[config.mk]
export PLATFORM = sky130hd
export DESIGN_NAME = sdr_cmd_monitor
export DESIGN_NICKNAME = d
export VERILOG_FILES = /design/src/rtl/sdr_cmd_monitor.sv
export SDC_FILE = /design/constraint.sdc
export NUM_CORES = 1
export LEC_CHECK = 0
export ABC_AREA = 0
export BUFFER_PORTS_ARGS = -buffer_cell sky130_fd_sc_hd__buf_2
export CORE_ASPECT_RATIO = 1.1
export CORE_MARGIN = 2
export CORE_UTILIZATION = 54
export CTS_CLUSTER_DIAMETER = 50
export CTS_CLUSTER_SIZE = 25
export DETAILED_ROUTE_END_ITERATION = 6
export GPL_TIMING_DRIVEN = 1
export HOLD_SLACK_MARGIN = 0.08
export PLACE_DENSITY = 0.83
export SLEW_MARGIN = 20
export SYNTH_ARGS = -nofsm -noshare
export SYNTH_HDL_FRONTEND = slang
export SYNTH_SLANG_ARGS = --single-unit
[constraint.sdc]
create_clock -name clk -period 2.5 [get_ports clk]
set_input_delay 0.25 -clock clk [delete_from_list [all_inputs] [get_ports clk]]
set_output_delay 0.25 -clock clk [all_outputs]
set_load 0.005 [all_outputs]
[src/rtl/sdr_cmd_monitor.sv]
// sdr_cmd_monitor: pad-side SDRAM command decoder and protocol checker.
// Tracks bank state, tRCD/tRP/refresh timing, and read-data expectation.
module sdr_cmd_monitor #(
  parameter int NB    = 4,
  parameter int CNT_W = 16
) (
  input  logic                   clk,
  input  logic                   reset_n,
  input  logic                   sdr_cke,
  input  logic                   sdr_cs_n,
  input  logic                   sdr_ras_n,
  input  logic                   sdr_cas_n,
  input  logic                   sdr_we_n,
  input  logic [$clog2(NB)-1:0]  sdr_ba,
  input  logic [12:0]            sdr_addr,
  input  logic [2:0]             cfg_sdr_cas,
  input  logic [3:0]             cfg_sdr_trcd_d,
  input  logic [3:0]             cfg_sdr_trp_d,
  input  logic [11:0]            cfg_sdr_rfsh,
  output logic                   cmd_valid,
  output logic [2:0]             cmd_code,
  output logic [NB-1:0]          bank_open,
  output logic                   err_trcd,
  output logic                   err_trp,
  output logic                   err_seq,
  output logic                   err_rfsh,
  output logic [3:0]             err_flags,
  output logic                   rd_expect,
  output logic [CNT_W-1:0]       rd_cnt,
  output logic [CNT_W-1:0]       wr_cnt,
  output logic [CNT_W-1:0]       rfsh_cnt
);

  localparam int BA_W = $clog2(NB);

  typedef enum logic [2:0] {
    C_NOP = 3'd0,
    C_ACT = 3'd1,
    C_RD  = 3'd2,
    C_WR  = 3'd3,
    C_PRE = 3'd4,
    C_REF = 3'd5,
    C_MRS = 3'd6,
    C_BST = 3'd7
  } cmd_e;

  typedef enum logic {
    ST_INIT = 1'b0,
    ST_RUN  = 1'b1
  } state_e;

  cmd_e             cmd;
  state_e           state_q, state_d;
  logic [NB-1:0]    bank_q, bank_d;
  logic [3:0]       act_e_q [NB];
  logic [3:0]       act_e_d [NB];
  logic [3:0]       pre_e_q [NB];
  logic [3:0]       pre_e_d [NB];
  logic [11:0]      rt_q, rt_d;
  logic             rfsh_done_q, rfsh_done_d;
  logic [6:0]       sh_q;
  logic [7:0]       tap;

  logic             seq_err, trcd_err, trp_err, rfsh_due;
  logic             sel_open;
  logic             is_rd;
  logic             rd_expect_d;

  logic             cmd_valid_q;
  logic [2:0]       cmd_code_q;
  logic             err_trcd_q, err_trp_q;
  logic             err_seq_q, err_rfsh_q;
  logic [3:0]       err_flags_q;
  logic             rd_expect_q;
  logic [CNT_W-1:0] rd_cnt_q, wr_cnt_q, rfsh_cnt_q;

  logic             unused_addr;
  assign unused_addr = ^{sdr_addr[12:11], sdr_addr[9:0]};

  // Decode the pin pattern; deselect or clock-disable reads as NOP.
  always_comb begin
    cmd = C_NOP;
    if (sdr_cke && !sdr_cs_n) begin
      case ({sdr_ras_n, sdr_cas_n, sdr_we_n})
        3'b011:  cmd = C_ACT;
        3'b101:  cmd = C_RD;
        3'b100:  cmd = C_WR;
        3'b010:  cmd = C_PRE;
        3'b001:  cmd = C_REF;
        3'b000:  cmd = C_MRS;
        3'b110:  cmd = C_BST;
        default: cmd = C_NOP;
      endcase
    end
  end

  assign sel_open = bank_q[sdr_ba];
  assign is_rd    = (cmd == C_RD);

  // Global/bank next state and sequencing/timing checks for this command.
  always_comb begin
    state_d  = state_q;
    bank_d   = bank_q;
    seq_err  = 1'b0;
    trcd_err = 1'b0;
    trp_err  = 1'b0;
    case (cmd)
      C_ACT: begin
        if (state_q == ST_INIT || sel_open) begin
          seq_err = 1'b1;
        end else begin
          bank_d[sdr_ba] = 1'b1;
        end
        trp_err = (pre_e_q[sdr_ba] < cfg_sdr_trp_d);
      end
      C_RD, C_WR: begin
        if (state_q == ST_INIT || !sel_open) begin
          seq_err = 1'b1;
        end else begin
          trcd_err = (act_e_q[sdr_ba] < cfg_sdr_trcd_d);
        end
      end
      C_PRE: begin
        if (sdr_addr[10]) begin
          bank_d = '0;
        end else begin
          bank_d[sdr_ba] = 1'b0;
        end
      end
      C_REF: begin
        seq_err = |bank_q;
      end
      C_MRS: begin
        seq_err = |bank_q;
        state_d = ST_RUN;
      end
      default: begin
      end
    endcase
  end

  // Per-bank ACT/PRE elapsed counters: reload to 1, else count up to 15.
  always_comb begin
    for (int b = 0; b < NB; b++) begin
      act_e_d[b] = (act_e_q[b] == 4'd15) ? act_e_q[b] : act_e_q[b] + 4'd1;
      pre_e_d[b] = (pre_e_q[b] == 4'd15) ? pre_e_q[b] : pre_e_q[b] + 4'd1;
      if (cmd == C_ACT && sdr_ba == BA_W'(b)) begin
        act_e_d[b] = 4'd1;
      end
      if (cmd == C_PRE && (sdr_addr[10] || sdr_ba == BA_W'(b))) begin
        pre_e_d[b] = 4'd1;
      end
    end
  end

  // Refresh interval timer and one-shot overdue detection.
  always_comb begin
    rt_d        = (rt_q == 12'hfff) ? rt_q : rt_q + 12'd1;
    rfsh_due    = (state_q == ST_RUN) && (cfg_sdr_rfsh != 12'd0) &&
                  (rt_q >= cfg_sdr_rfsh) && !rfsh_done_q;
    rfsh_done_d = rfsh_done_q | rfsh_due;
    if (cmd == C_REF) begin
      rt_d        = 12'd0;
      rfsh_done_d = 1'b0;
    end
  end

  // Read strobe tap: index k holds a READ issued k cycles ago.
  always_comb begin
    tap         = {sh_q, is_rd};
    rd_expect_d = 1'b0;
    if (cfg_sdr_cas != 3'd0) begin
      rd_expect_d = tap[cfg_sdr_cas - 3'd1];
    end
  end

  // Global state and bank open flags.
  always_ff @(posedge clk) begin
    if (!reset_n) begin
      state_q <= ST_INIT;
      bank_q  <= '0;
    end else begin
      state_q <= state_d;
      bank_q  <= bank_d;
    end
  end

  // Elapsed counters, refresh timer and read shift register.
  always_ff @(posedge clk) begin
    if (!reset_n) begin
      for (int b = 0; b < NB; b++) begin
        act_e_q[b] <= 4'd15;
        pre_e_q[b] <= 4'd15;
      end
      rt_q        <= '0;
      rfsh_done_q <= 1'b0;
      sh_q        <= '0;
    end else begin
      for (int b = 0; b < NB; b++) begin
        act_e_q[b] <= act_e_d[b];
        pre_e_q[b] <= pre_e_d[b];
      end
      rt_q        <= rt_d;
      rfsh_done_q <= rfsh_done_d;
      sh_q        <= {sh_q[5:0], is_rd};
    end
  end

  // Registered command report, error pulses and sticky flags.
  always_ff @(posedge clk) begin
    if (!reset_n) begin
      cmd_valid_q <= 1'b0;
      cmd_code_q  <= 3'd0;
      err_trcd_q  <= 1'b0;
      err_trp_q   <= 1'b0;
      err_seq_q   <= 1'b0;
      err_rfsh_q  <= 1'b0;
      err_flags_q <= 4'd0;
      rd_expect_q <= 1'b0;
    end else begin
      cmd_valid_q <= (cmd != C_NOP);
      cmd_code_q  <= cmd;
      err_trcd_q  <= trcd_err;
      err_trp_q   <= trp_err;
      err_seq_q   <= seq_err;
      err_rfsh_q  <= rfsh_due;
      err_flags_q <= err_flags_q |
                     {rfsh_due, seq_err, trp_err, trcd_err};
      rd_expect_q <= rd_expect_d;
    end
  end

  // Wrapping activity counters.
  always_ff @(posedge clk) begin
    if (!reset_n) begin
      rd_cnt_q   <= '0;
      wr_cnt_q   <= '0;
      rfsh_cnt_q <= '0;
    end else begin
      if (cmd == C_RD) begin
        rd_cnt_q <= rd_cnt_q + 1'b1;
      end
      if (cmd == C_WR) begin
        wr_cnt_q <= wr_cnt_q + 1'b1;
      end
      if (cmd == C_REF) begin
        rfsh_cnt_q <= rfsh_cnt_q + 1'b1;
      end
    end
  end

  assign cmd_valid = cmd_valid_q;
  assign cmd_code  = cmd_code_q;
  assign bank_open = bank_q;
  assign err_trcd  = err_trcd_q;
  assign err_trp   = err_trp_q;
  assign err_seq   = err_seq_q;
  assign err_rfsh  = err_rfsh_q;
  assign err_flags = err_flags_q;
  assign rd_expect = rd_expect_q;
  assign rd_cnt    = rd_cnt_q;
  assign wr_cnt    = wr_cnt_q;
  assign rfsh_cnt  = rfsh_cnt_q;

endmodule
==> flow_metrics.tcl <==
set metrics [dict create \
    gr_util_met2_pct 43.22 \
    design_power_total_uw 5891 \
    static-leakage-power_uw 0.003184 \
    result_of_the_run "finished, final reports clean" \
    post_synth_inst_count 633 \
    die_y_um 114.3 \
    rows 40 \
    cap_violations 0 \
    area_delta_synth_final_pct 19.20 \
    internal_power_uw 4204 \
    viasPerCell 5.679 \
    preCtsSetupSlack_ns 0.4246 \
    criticalPathCategory "flip-flop to flip-flop" \
    netSwitchingPower_uw 1687 \
    critical_path_peak_fanout 5 \
    clk_latency_worst_skew_pair_ns 0.41 \
    period_share_pct 71.69 \
    crit_path_max_incr_delay_ns 0.47 \
    drc_errors 0 \
    synth_top_flop_cell "dfxtp_1" \
    combinational_share_of_power_pct 21.7 \
    tritoncts.num_buffers 17 \
    timing.final.setup_violations 0 \
    synth_top_cell_area_share_pct 39.53 \
    clock_net_sink_count 118 \
    gr-usage-met1_pct 25.93 \
    initialDrtViolationCount 225 \
    die_area_mm2 0.01192 \
    tritoncts "yes" \
    worst_setup_path_start_kind "flip-flop" \
    ys_seq_elements 118 \
    maximum_vdd_ir_drop_mv 0.5660 \
    number_of_flops_mapped_to_enable_cells_by_yosys 0 \
    cts_hold_buffers 0 \
    netlist_area_mm2 0.005976 \
    overflow 0 \
    async_reset_ff_share_pct 0 \
    first_global_vias 5014 \
    cellPowerDensity_mw_per_mm2 827.0 \
    grt_setup_unrepaired "no" \
    ctsRootBufferMaster "clkbuf_16" \
    switching_share_pct 28.63 \
    timing.fmax_mhz 558.0 \
    worst_pin_slew_ns 0.5235 \
    top_usage_layer "met2" \
    drt_pre_antenna_iters 4 \
    setup.worst_path.end_class "flip-flop" \
    grt_antenna_before_repair 0 \
    gp_congestion 0.8471 \
    fin_setup_tns_ns 0 \
    postCtsSetupBuffers 0 \
    globalRouteTotalUtil_pct 23.49 \
    synth_top_cell_by_area "dfxtp_1" \
    grt_util_met3_pct 5.692 \
    number_of_nets_with_antenna_violations_after_detailed_routing 0 \
    cts.clk_slew.worst_paths_ns 0.05 \
    worstPathRequired_ns 2.85 \
    critical_path.top_delay_family "multiplexers" \
    post_cts_sizing 0 \
    initial_util_pct 55.02 \
    critical-path-top-cell-by-count "a21o_1" \
    coreArea_mm2 0.01086 \
    finalHoldWorstSlack_ns 0.1436 \
    hpwl_um 9828 \
    ctsLongestPathBuffers 2 \
    synth.yosys.seq_area_share_pct 39.53 \
    die-width_um 104.3 \
    share_seq_of_total_power_pct 39.6 \
    setup_ws_ns 0.7079 \
    wl_um 13730 \
    ys_types 48 \
    maxSlewViolCount 0 \
    place.port_buffers 97 \
    period_needed_ns 1.792 \
    finalHoldViolations 0 \
    netlist_top_cells_area "dfxtp_1 (40%), ha_1 (6.7%), xnor2_1 (4.4%)" \
    ratio_of_cells_with_drive_above_1_in_the_final_layout_pct 20.78 \
    grt_pass1_wl_um 22820 \
    path_cells "mux4_2, ha_1, a21o_1, a21oi_1, and3_1, a21o_1" \
    routed_via_count 5049 \
    level_count_of_the_clock_h_tree 4 \
    critPathSlowestCell "mux4_2" \
    crit_buf_inv 0 \
    layout.nets 805 \
    pwr-share-clk_pct 38.7 \
    grt_start_max_net_pins 33 \
    drt-wirelength-per-cell_um 15.44 \
    io-pin-count 110 \
    holdCritPathClass "input port to flip-flop" \
    yosys_synthesis_warning_count 0 \
    slew_headroom_pct 65.10 \
    final.setup_skew_ns 0.007989 \
    synth_nets 710 \
    avgSynthCellArea_um2 9.440 \
    worst-endpoint-arrival_ns 2.15 \
]
registers in the layout (all words and copies together) (netlist names), 3 cells and up:
signal     flops
act_e_q       16
pre_e_q       16
rd_cnt        16
rfsh_cnt      16
wr_cnt        16
rt_q          12
sh_q           7
bank_open      4
err_flags      4
cmd_code       3
worst register-to-register path, cell delays in order (launching register included):
cell     delay (ns)
dfxtp_1        0.34
mux4_2         0.47
ha_1           0.31
a21o_1         0.19
a21oi_1        0.15
and3_1         0.20
a21o_1         0.08
cells in the mapped netlist (5+ instances only):
master,count
nor4_1,6
nand2_1,35
nor2b_1,16
nor3_1,9
xor2_1,22
o21ai_0,42
ha_1,32
nor2_1,22
inv_1,28
and2_1,40
nand2b_1,14
nand3b_1,10
dfxtp_1,118
nand4_1,12
mux4_2,11
mux2i_1,20
and3_1,16
and4_1,9
nand3_1,36
xnor2_1,30
a21oi_1,14
o21a_1,7
clkbuf_1,19
or3_1,6
a31oi_1,6
o31ai_1,5
layout by cell type, fill, tap and decap left out, types with 17 or more instances in the layout:
cell,count
dfxtp_1,118
buf_2,97
o21ai_0,42
and2_1,40
nand3_1,36
nand2_1,35
ha_1,32
xnor2_1,30
inv_1,28
xor2_1,22
nor2_1,22
mux2i_1,20
clkbuf_16,17
metal layers:
| metal | part of all wire, % | wire (µm) |
|---|---|---|
| met5 | 0 | 0 |
| met4 | 2.2 | 301 |
| met2 | 52 | 7161 |
| met1 | 41 | 5666 |
| met3 | 4.4 | 601 |
power by group through the flow:
stage	Combinational [µW]	Clock (µW)	Sequential [µW]
3_5_place_dp	1240	0	2360
3_3_place_gp	1140	0	2330
2_1_floorplan	1020	0	2280
6_report	1280	2280	2330
4_1_cts	1280	2310	2320
5_1_grt	1430	2400	2360
area by class of cell:
| class | count | area, µm² |
|---|---|---|
| fill | 873 | 3737 |
| clock buffer | 23 | 488.0 |
| tap | 147 | 183.9 |
| clock inverter | 9 | 75.07 |
| antenna | 1 | 2.502 |
| sequential | 118 | 2362 |
| multi-input combinational | 461 | 3383 |
| inverter | 28 | 105.1 |
| timing repair buffer | 102 | 523.0 |
cell families (layout without fill, tap and decap cells):
family	after synthesis	count (layout)	synth area share, %
AND/OR/NAND/NOR	243	243	23.91
flip-flops	118	118	39.53
AO/OA/AOI/OAI	100	100	10.32
buffers and inverters	54	162	3.853
XOR/XNOR	52	52	7.621
multiplexers	34	34	8.061
adder cells (fa/ha/maj)	32	32	6.700
other	0	1	0
final timing paths:
path / startpoint / end / slack [ns] / cells after the start
worst max-delay path: pre_e_q[3][2] / err_flags[1] / 0.71 / 6
worst min register to register: err_flags[0] / err_flags[0] / 0.46 / 1
worst min-delay path: cfg_sdr_cas[2] / rd_expect / 0.14 / 3
worst max register to register: pre_e_q[3][2] / err_flags[1] / 0.71 / 6
metrics by stage:
stage          utilization [%]  cell area [µm²]  instances
4_1_cts                  65.56             7121        888
3_5_place_dp             60.38             6558        856
5_1_grt                  65.56             7121        888
6_report                 65.59             7123        889
2_1_floorplan                -             5976        633
3_3_place_gp             60.38             6558        856
Power figures use the tool's default switching activity.
